### config.mk
export PLATFORM = sky130hd
export DESIGN_NAME = ram_cmd_arbiter
export DESIGN_NICKNAME = d
export VERILOG_FILES = /design/src/rtl/ram_cmd_arbiter.sv
export SDC_FILE = /design/constraint.sdc
export NUM_CORES = 1
export LEC_CHECK = 0
export CORE_AREA = 3 3 104 106
export DETAILED_ROUTE_END_ITERATION = 6
export DIE_AREA = 0 0 107 109
export GPL_TIMING_DRIVEN = 1
export SYNTH_ARGS = -nofsm -noshare
export SYNTH_HDL_FRONTEND = slang
export SYNTH_SLANG_ARGS = --single-unit
### constraint.sdc
create_clock -name clk -period 4.3 [get_ports clk]
set_input_delay 0.86 -clock clk [delete_from_list [all_inputs] [get_ports clk]]
set_output_delay 0.86 -clock clk [all_outputs]
set_load 0.01 [all_outputs]
### src/rtl/ram_cmd_arbiter.sv
// Round-robin arbiter that shares the SPI RAM command port between two requesters.
// A granted request becomes the RAM's two-word command sequence; read data comes back on ackN.
module ram_cmd_arbiter #(
  parameter int HOLD_CYC = 2,
  parameter int GAP_CYC  = 1,
  parameter int RD_TMO   = 16
) (
  input  logic       clk,
  input  logic       rst,
  input  logic       req0,
  input  logic       req1,
  input  logic       we0,
  input  logic       we1,
  input  logic [7:0] addr0,
  input  logic [7:0] addr1,
  input  logic [7:0] wdata0,
  input  logic [7:0] wdata1,
  output logic       ack0,
  output logic       ack1,
  output logic [7:0] rdata0,
  output logic [7:0] rdata1,
  output logic       err0,
  output logic       err1,
  output logic       busy,
  output logic [9:0] ram_din,
  output logic       ram_rx_valid,
  input  logic [7:0] ram_dout,
  input  logic       ram_tx_valid
);

  localparam int MAX_HG  = (HOLD_CYC > GAP_CYC) ? HOLD_CYC : GAP_CYC;
  localparam int MAX_CYC = (MAX_HG > RD_TMO) ? MAX_HG : RD_TMO;
  localparam int CW      = $clog2(MAX_CYC) + 1;

  localparam logic [CW-1:0] HOLD_LAST = CW'(HOLD_CYC - 1);
  localparam logic [CW-1:0] GAP_LAST  = CW'(GAP_CYC - 1);
  localparam logic [CW-1:0] TMO_LAST  = CW'(RD_TMO - 1);

  typedef enum logic [2:0] {IDLE, ADDR, DATA, WAIT_RD, RESP, GAP} state_t;

  state_t        state;
  logic [CW-1:0] cnt;
  logic          sel;
  logic          we_q;
  logic          rr;
  logic [7:0]    wdata_q;

  logic          gnt;
  logic          g_we;
  logic [7:0]    g_addr;
  logic [7:0]    g_wdata;
  logic          resp_go;
  logic [7:0]    resp_data;
  logic          resp_err;

  // rr holds the last granted port, so a tie goes to the other one.
  always_comb begin
    gnt       = (req0 && req1) ? ~rr : req1;
    g_we      = gnt ? we1 : we0;
    g_addr    = gnt ? addr1 : addr0;
    g_wdata   = gnt ? wdata1 : wdata0;
    resp_go   = 1'b0;
    if (state == DATA && cnt == HOLD_LAST && we_q)
      resp_go = 1'b1;
    if (state == WAIT_RD && (ram_tx_valid || cnt == TMO_LAST))
      resp_go = 1'b1;
    resp_data = ram_tx_valid ? ram_dout : 8'h00;
    resp_err  = ~ram_tx_valid;
  end

  always_ff @(posedge clk) begin
    if (rst) begin
      state        <= IDLE;
      cnt          <= '0;
      sel          <= 1'b0;
      we_q         <= 1'b0;
      rr           <= 1'b1;
      wdata_q      <= 8'h00;
      ack0         <= 1'b0;
      ack1         <= 1'b0;
      rdata0       <= 8'h00;
      rdata1       <= 8'h00;
      err0         <= 1'b0;
      err1         <= 1'b0;
      busy         <= 1'b0;
      ram_din      <= '0;
      ram_rx_valid <= 1'b0;
    end else begin
      ack0 <= 1'b0;
      ack1 <= 1'b0;
      case (state)
        IDLE: begin
          if (req0 || req1) begin
            state        <= ADDR;
            cnt          <= '0;
            sel          <= gnt;
            rr           <= gnt;
            we_q         <= g_we;
            wdata_q      <= g_wdata;
            busy         <= 1'b1;
            ram_rx_valid <= 1'b1;
            ram_din      <= {(g_we ? 2'b00 : 2'b10), g_addr};
          end
        end
        ADDR: begin
          if (cnt == HOLD_LAST) begin
            state   <= DATA;
            cnt     <= '0;
            ram_din <= we_q ? {2'b01, wdata_q} : {2'b11, 8'h00};
          end else begin
            cnt <= cnt + CW'(1);
          end
        end
        DATA: begin
          if (cnt == HOLD_LAST) begin
            state        <= we_q ? RESP : WAIT_RD;
            cnt          <= '0;
            ram_rx_valid <= 1'b0;
            ram_din      <= '0;
          end else begin
            cnt <= cnt + CW'(1);
          end
        end
        WAIT_RD: begin
          if (resp_go)
            state <= RESP;
          else
            cnt <= cnt + CW'(1);
        end
        RESP: begin
          state <= GAP;
          cnt   <= '0;
        end
        GAP: begin
          if (cnt == GAP_LAST) begin
            state <= IDLE;
            busy  <= 1'b0;
          end else begin
            cnt <= cnt + CW'(1);
          end
        end
        default: begin
          state        <= IDLE;
          busy         <= 1'b0;
          ram_rx_valid <= 1'b0;
          ram_din      <= '0;
        end
      endcase

      // Writes complete without touching rdata; reads report captured data or a timeout.
      if (resp_go) begin
        if (sel) begin
          ack1 <= 1'b1;
          if (we_q) begin
            err1 <= 1'b0;
          end else begin
            rdata1 <= resp_data;
            err1   <= resp_err;
          end
        end else begin
          ack0 <= 1'b1;
          if (we_q) begin
            err0 <= 1'b0;
          end else begin
            rdata0 <= resp_data;
            err0   <= resp_err;
          end
        end
      end
    end
  end

endmodule
==> impl_metrics.py, run 1 <==
metrics = {
    "power": {
        "switchingPower_w": 0.000443,
        "cellLeakagePower_nw": 1.20,
        "share_comb_of_total_power_pct": 34.2,
        "power.clock.fraction_pct": 21.6,
        "internal_power_w": 0.000917,
        "power_per_cell_area_mw_per_mm2": 392,
        "ir_drop_v": 0.000167,
        "sw_frac_of_total_pct": 32.6,
        "seq_power_share_pct": 44.2,
    },
    "drt": {
        "firstDrtPassIters": 4,
        "drt-wirelength-per-cell_um": 13.5,
        "drt-total-wl_mm": 6.57,
        "route.antenna.remaining_nets": 0,
        "drc_errors": 0,
        "detail_route.iter0.violations": 97,
        "detailroute.via_count": 2232,
        "vias_per_cell": 4.60,
    },
    "layout": {
        "drive_gt1_share_pct": 9.94,
        "finalCoreUtilization_pct": 35.1,
        "area_of_combinational_cells_with_multiple_inputs_mm2": 0.00136,
        "antenna-diode-count": 0,
        "area_growth_pct": 40.2,
        "nFillCells": 1044,
        "final-seq-area_mm2": 0.00102,
        "final_net_count": 402,
    },
    "global_route": {
        "pin_count_of_the_biggest_net_entering_global_routing": 52,
        "number_of_global_route_vias_before_repair": 2124,
        "antenna_found_initial": 0,
        "globalRoute.totalOverflow": 0,
        "grt_use_total_pct": 11.1,
        "grt_first_pass_wirelength_mm": 10.6,
    },
    "synthesis": {
        "synth.largest_area_cell": "sky130_fd_sc_hd__dfxtp_1",
        "post_synth_most_frequent_cells": "sky130_fd_sc_hd__dfxtp_1 (51), sky130_fd_sc_hd__a21oi_1 (27), sky130_fd_sc_hd__nand2_1 (25)",
        "synth-seq-cells": 51,
        "synth_enable_flop_cells": 0,
        "synth_top_cell_area_share_pct": 41.3,
        "syn_area_per_cell_um2": 8.77,
        "yosysMostFrequentCell": "sky130_fd_sc_hd__dfxtp_1",
        "yosys_warnings": 0,
        "postSynth.asyncResetShare_pct": 0,
        "synthesis.area_mm2": 0.00247,
        "netlist_top_cells_area": "sky130_fd_sc_hd__dfxtp_1 (41%), sky130_fd_sc_hd__a21oi_1 (5.5%), sky130_fd_sc_hd__a221oi_2 (4.9%)",
        "synth.yosys.seq_area_share_pct": 41.3,
        "synthCells": 282,
        "synth.lib_cells_used.distinct": 42,
        "synth_flop_cell": "sky130_fd_sc_hd__dfxtp_1",
        "synth_fp_nets": 333,
    },
    "sta": {
        "timing.final.ws_setup_ns": 1.50,
        "timing.fmax_mhz": 358,
        "period_minus_slack_ns": 2.80,
        "worst-slew-pin-transition_ns": 1.04,
        "totalNegativeSetupSlack_ns": 0,
        "grt_setup_unrepaired": "false",
        "hold_fails_final_rpt": 0,
        "setup_viol": 0,
        "finalMaxSlewViolations": 0,
        "maximum_clock_skew_at_final_layout_ns": 0.00717,
        "post-route-period-util_pct": 65.0,
        "slew-limit-headroom_pct": 30.2,
    },
    "setup_path": {
        "worstPathRequired_ns": 4.45,
        "cp-start-kind": "primary input",
        "critPathMaxFanout": 20,
        "critical_path_arrival_ns": 2.95,
        "reg2reg_depth": 6,
        "critical_path_class": "primary input to flip-flop",
        "critPathCaptureType": "flip-flop",
    },
    "clock_network": {
        "post_cts_resized": 0,
        "cts_root_buf": "sky130_fd_sc_hd__clkbuf_8",
        "clk_transition_reported_paths_ns": 0.09,
        "cts_inserted_buffers": 5,
        "tritoncts_clock_tree": "done",
        "worst_case_clock_buffer_depth": 2,
        "htree_levels": 2,
        "post-cts-setup-buffers": 0,
        "clock_latency_ns": 0.30,
        "clock_sink_count": 51,
        "ctsHoldBuffers": 0,
    },
    "placement": {
        "numPortBuffers": 78,
        "place_ws_ns": 1.21,
        "routabilityCongestion": 0.792,
        "hpwlAfterDp_mm": 5.02,
    },
    "floorplanning": {
        "chipHeight_um": 109,
        "num_io_pins": 79,
        "row_count": 36,
        "die_x_um": 107,
        "dieArea_mm2": 0.0117,
        "starting_density_pct": 25.1,
        "placeableCoreArea_mm2": 0.00986,
    },
    "flow_run": {
        "cap_violations": 0,
    },
    "outcome": {
        "status": "finished, final reports clean",
    },
    "hold_path": {
        "hp-class": "flip-flop to flip-flop",
        "hold-path-cell-count": 2,
    },
}
==> layer usage <==
metal	up-vias	wire length, um	global-route usage, %
met5	-	0	0
met4	0	45	2.74
met3	4	242	1.60
met2	35	3150	19.2
met1	1033	3130	14.7
li1	1160	-	-
==> placed cells by master (no fill, tap or decap), drive strengths merged, types with 4 or more instances in the layout <==
cell | Yosys | routed
dfxtp | 51 | 51
o21ai | 4 | 4
nor2b | 10 | 10
mux2 | 8 | 8
a211oi | 11 | 11
nand2 | 25 | 25
mux2i | 11 | 11
buf | 6 | 5
clkdlybuf4s50 | 0 | 77
nor2 | 22 | 22
a221oi | 8 | 8
nand3 | 23 | 23
clkbuf | 14 | 8
inv | 5 | 5
ha | 4 | 4
a21oi | 27 | 27
nor3 | 16 | 16
==> path summary, 6_finish.rpt <==
path           endpoint      start  slack [ns]
max          ram_din[7]       req0        1.50
min           rdata1[1]  rdata1[1]        0.46
max reg2reg  ram_din[7]   state[0]        1.90
min reg2reg   rdata1[1]  rdata1[1]        0.46
==> stage by stage <==
stage               std cells  power [W]  hold WS (ns)  instance area [um2]
global placement          477    0.00107         0.444                 3370
global route              485    0.00145         0.478                 3470
CTS                       485    0.00137         0.463                 3470
detailed placement        477    0.00108         0.450                 3370
floorplan                 282   0.000894         0.462                 2470
finish                    485    0.00136         0.457                 3470
==> logic make-up (layout without fill, tap and decap cells) <==
group,Yosys count,in the layout,share of synthesized area (%)
compound gates,64,64,19.1
fa+ha+maj,4,4,2.02
buf+inv,25,95,4.25
flops,51,51,41.3
mux,19,19,8.10
simple gates,119,119,25.2
==> flip-flops by register name, indices dropped and copies added, names as in the netlist <==
name	count
ram_rx_valid	1
ram_din	10
err0	1
cnt	5
rdata1	8
busy	1
rdata0	8
ack1	1
state	3
wdata_q	8
err1	1
sel	1
ack0	1
rr	1
we_q	1
==> power by group through the flow <==
stage / registers, W / clock network (W) / logic (W)
floorplan: 0.000596 / 0 / 0.000298
finish: 0.000601 / 0.000294 / 0.000465
global placement: 0.000608 / 0 / 0.000458
CTS: 0.000600 / 0.000302 / 0.000470
global route: 0.000611 / 0.000321 / 0.000515
detailed placement: 0.000610 / 0 / 0.000467
==> worst max-delay path, cell delays in order <==
cell and delay [ns]:
sky130_fd_sc_hd__clkdlybuf4s50_1 0.48, sky130_fd_sc_hd__nor2_1 0.17, sky130_fd_sc_hd__nor2_1 0.06, sky130_fd_sc_hd__buf_4 0.20, sky130_fd_sc_hd__nor4b_4 0.87, sky130_fd_sc_hd__nor2b_1 0.24, sky130_fd_sc_hd__nor3_1 0.05
==> cell type report <==
class,instances,area share [%]
well taps,133,4.80
repair buffers,82,23.2
multi-input cells,206,39.1
inverters,5,0.541
clock buffers,8,2.89
flip-flops and latches,51,29.4
(Power assumes the default switching activity.)
==> run 2, diff against run 1 <==
clock period = 2.9 ns   (was 4.3 ns; I/O delays follow)
==> impl_metrics.py, run 2 (same netlist as run 1, synthesis figures left out) <==
metrics = {
    "outcome": {
        "status": "finished, final reports clean",
    },
    "setup_path": {
        "critical_path_arrival_ns": 2.46,
        "critical_path_class": "flip-flop to flip-flop",
        "worstPathRequired_ns": 3.07,
        "cp-start-kind": "flip-flop",
        "critPathCaptureType": "flip-flop",
        "critPathMaxFanout": 19,
    },
    "sta": {
        "timing.final.ws_setup_ns": 0.617,
        "grt_setup_unrepaired": "false",
        "post-route-period-util_pct": 78.7,
        "finalMaxSlewViolations": 0,
        "timing.fmax_mhz": 438,
        "period_minus_slack_ns": 2.28,
        "totalNegativeSetupSlack_ns": 0,
        "maximum_clock_skew_at_final_layout_ns": 0.00754,
        "setup_viol": 0,
        "slew-limit-headroom_pct": 47.9,
        "worst-slew-pin-transition_ns": 0.776,
        "hold_fails_final_rpt": 0,
    },
    "flow_run": {
        "cap_violations": 0,
    },
    "layout": {
        "area_of_combinational_cells_with_multiple_inputs_mm2": 0.00136,
        "largest_reg_flops": 10,
        "layout_common_cells": "sky130_fd_sc_hd__clkdlybuf4s50_1 (77), sky130_fd_sc_hd__dfxtp_1 (51), sky130_fd_sc_hd__a21oi_1 (27), sky130_fd_sc_hd__nand2_1 (25), sky130_fd_sc_hd__nand3_1 (23)",
        "most_frequent_standard_cell_in_the_layout_excluding_fill_and_tap_cells": "sky130_fd_sc_hd__clkdlybuf4s50_1",
        "top_register": "ram_din",
        "final_net_count": 407,
        "nFillCells": 995,
        "final-seq-area_mm2": 0.00102,
        "drive_gt1_share_pct": 11.5,
        "area_growth_pct": 41.7,
        "finalCoreUtilization_pct": 35.5,
        "postLayoutCellArea_mm2": 0.00350,
        "antenna-diode-count": 0,
    },
    "clock_network": {
        "cts_root_buf": "sky130_fd_sc_hd__clkbuf_8",
        "clock_latency_ns": 0.30,
        "post-cts-setup-buffers": 0,
        "tritoncts_clock_tree": "done",
        "worst_case_clock_buffer_depth": 2,
        "post_cts_resized": 0,
        "clk_transition_reported_paths_ns": 0.09,
        "ctsHoldBuffers": 0,
        "cts_inserted_buffers": 5,
        "htree_levels": 2,
        "clock_sink_count": 51,
    },
    "placement": {
        "numPortBuffers": 78,
        "placement.cell_area_mm2": 0.00340,
        "routabilityCongestion": 0.780,
        "hpwlAfterDp_mm": 5.09,
        "place_ws_ns": 0.552,
    },
    "power": {
        "power_per_cell_area_mw_per_mm2": 577,
        "ir_drop_v": 0.000197,
        "cellLeakagePower_nw": 1.22,
    },
    "drt": {
        "drc_errors": 0,
        "detail_route.iter0.violations": 82,
        "drt-total-wl_mm": 6.61,
        "route.antenna.remaining_nets": 0,
        "vias_per_cell": 4.61,
        "drt-wirelength-per-cell_um": 13.5,
        "firstDrtPassIters": 4,
        "detailroute.via_count": 2261,
    },
    "floorplanning": {
        "chipHeight_um": 109,
        "die_x_um": 107,
        "dieArea_mm2": 0.0117,
        "starting_density_pct": 25.1,
        "num_io_pins": 79,
        "placeableCoreArea_mm2": 0.00986,
        "row_count": 36,
    },
    "global_route": {
        "antenna_found_initial": 0,
        "pin_count_of_the_biggest_net_entering_global_routing": 28,
        "globalRoute.totalOverflow": 0,
        "grt_first_pass_wirelength_mm": 10.8,
        "grt_use_total_pct": 11.5,
        "number_of_global_route_vias_before_repair": 2169,
    },
    "hold_path": {
        "hp-class": "flip-flop to flip-flop",
    },
}
==> run 2: cell types whose count changed in the layout (fill, tap and decap cells not counted) <==
cell / previous run / this run
sky130_fd_sc_hd__buf_4: 4 / 9
sky130_fd_sc_hd__clkbuf_1: 1 / 0
sky130_fd_sc_hd__clkbuf_8: 7 / 6
sky130_fd_sc_hd__clkinv_4: 0 / 1
sky130_fd_sc_hd__clkinvlp_4: 0 / 1
==> run 2: routing by layer <==
layer / global-route usage (%) / wire length (um) / vias to the layer above
met4: 3.56 / 83 / 0
met3: 1.95 / 209 / 5
met2: 18.1 / 3070 / 42
met1: 16.1 / 3250 / 1042
met5: 0 / 0 / -
li1: - / - / 1172
==> run 2: power breakdown <==
group          internal, W  switching (W)  total (W)
Combinational     0.000357       0.000346   0.000703
Sequential        0.000794      0.0000938   0.000888
Clock             0.000195       0.000235   0.000430
==> run 2: worst paths after layout <==
path / endpoint / slack (ns) / start / depth (start not counted)
hold / removal: rdata1[1] / 0.46 / rdata1[1] / 2
hold reg to reg: rdata1[1] / 0.46 / rdata1[1] / 2
setup reg to reg: ram_din[5] / 0.62 / cnt[0] / 7
setup / recovery: ram_din[5] / 0.62 / cnt[0] / 7
==> run 2: metrics by stage <==
stage | hold slack (ns) | instances | total power, W
after floorplan | 0.462 | 282 | 0.00133
after global routing | 0.483 | 490 | 0.00215
final | 0.458 | 490 | 0.00202
after CTS | 0.460 | 490 | 0.00204
after detailed placement | 0.447 | 482 | 0.00161
after global placement | 0.443 | 482 | 0.00160
==> run 2: final cells by class <==
cell class | count | area share [%]
inverter | 5 | 0.536
clock inverter | 2 | 0.464
timing repair buffer | 87 | 24.1
sequential | 51 | 29.1
tap | 133 | 4.75
clock buffer | 6 | 2.36
multi-input combinational | 206 | 38.7
==> run 2: worst max-delay path: stages, from the launching register on <==
cell and delay [ns]:
sky130_fd_sc_hd__dfxtp_1 0.41, sky130_fd_sc_hd__ha_1 0.21, sky130_fd_sc_hd__or4b_4 0.51, sky130_fd_sc_hd__or3_1 0.38, sky130_fd_sc_hd__nor4b_4 0.14, sky130_fd_sc_hd__buf_4 0.21, sky130_fd_sc_hd__a221oi_2 0.21, sky130_fd_sc_hd__nor3_1 0.07
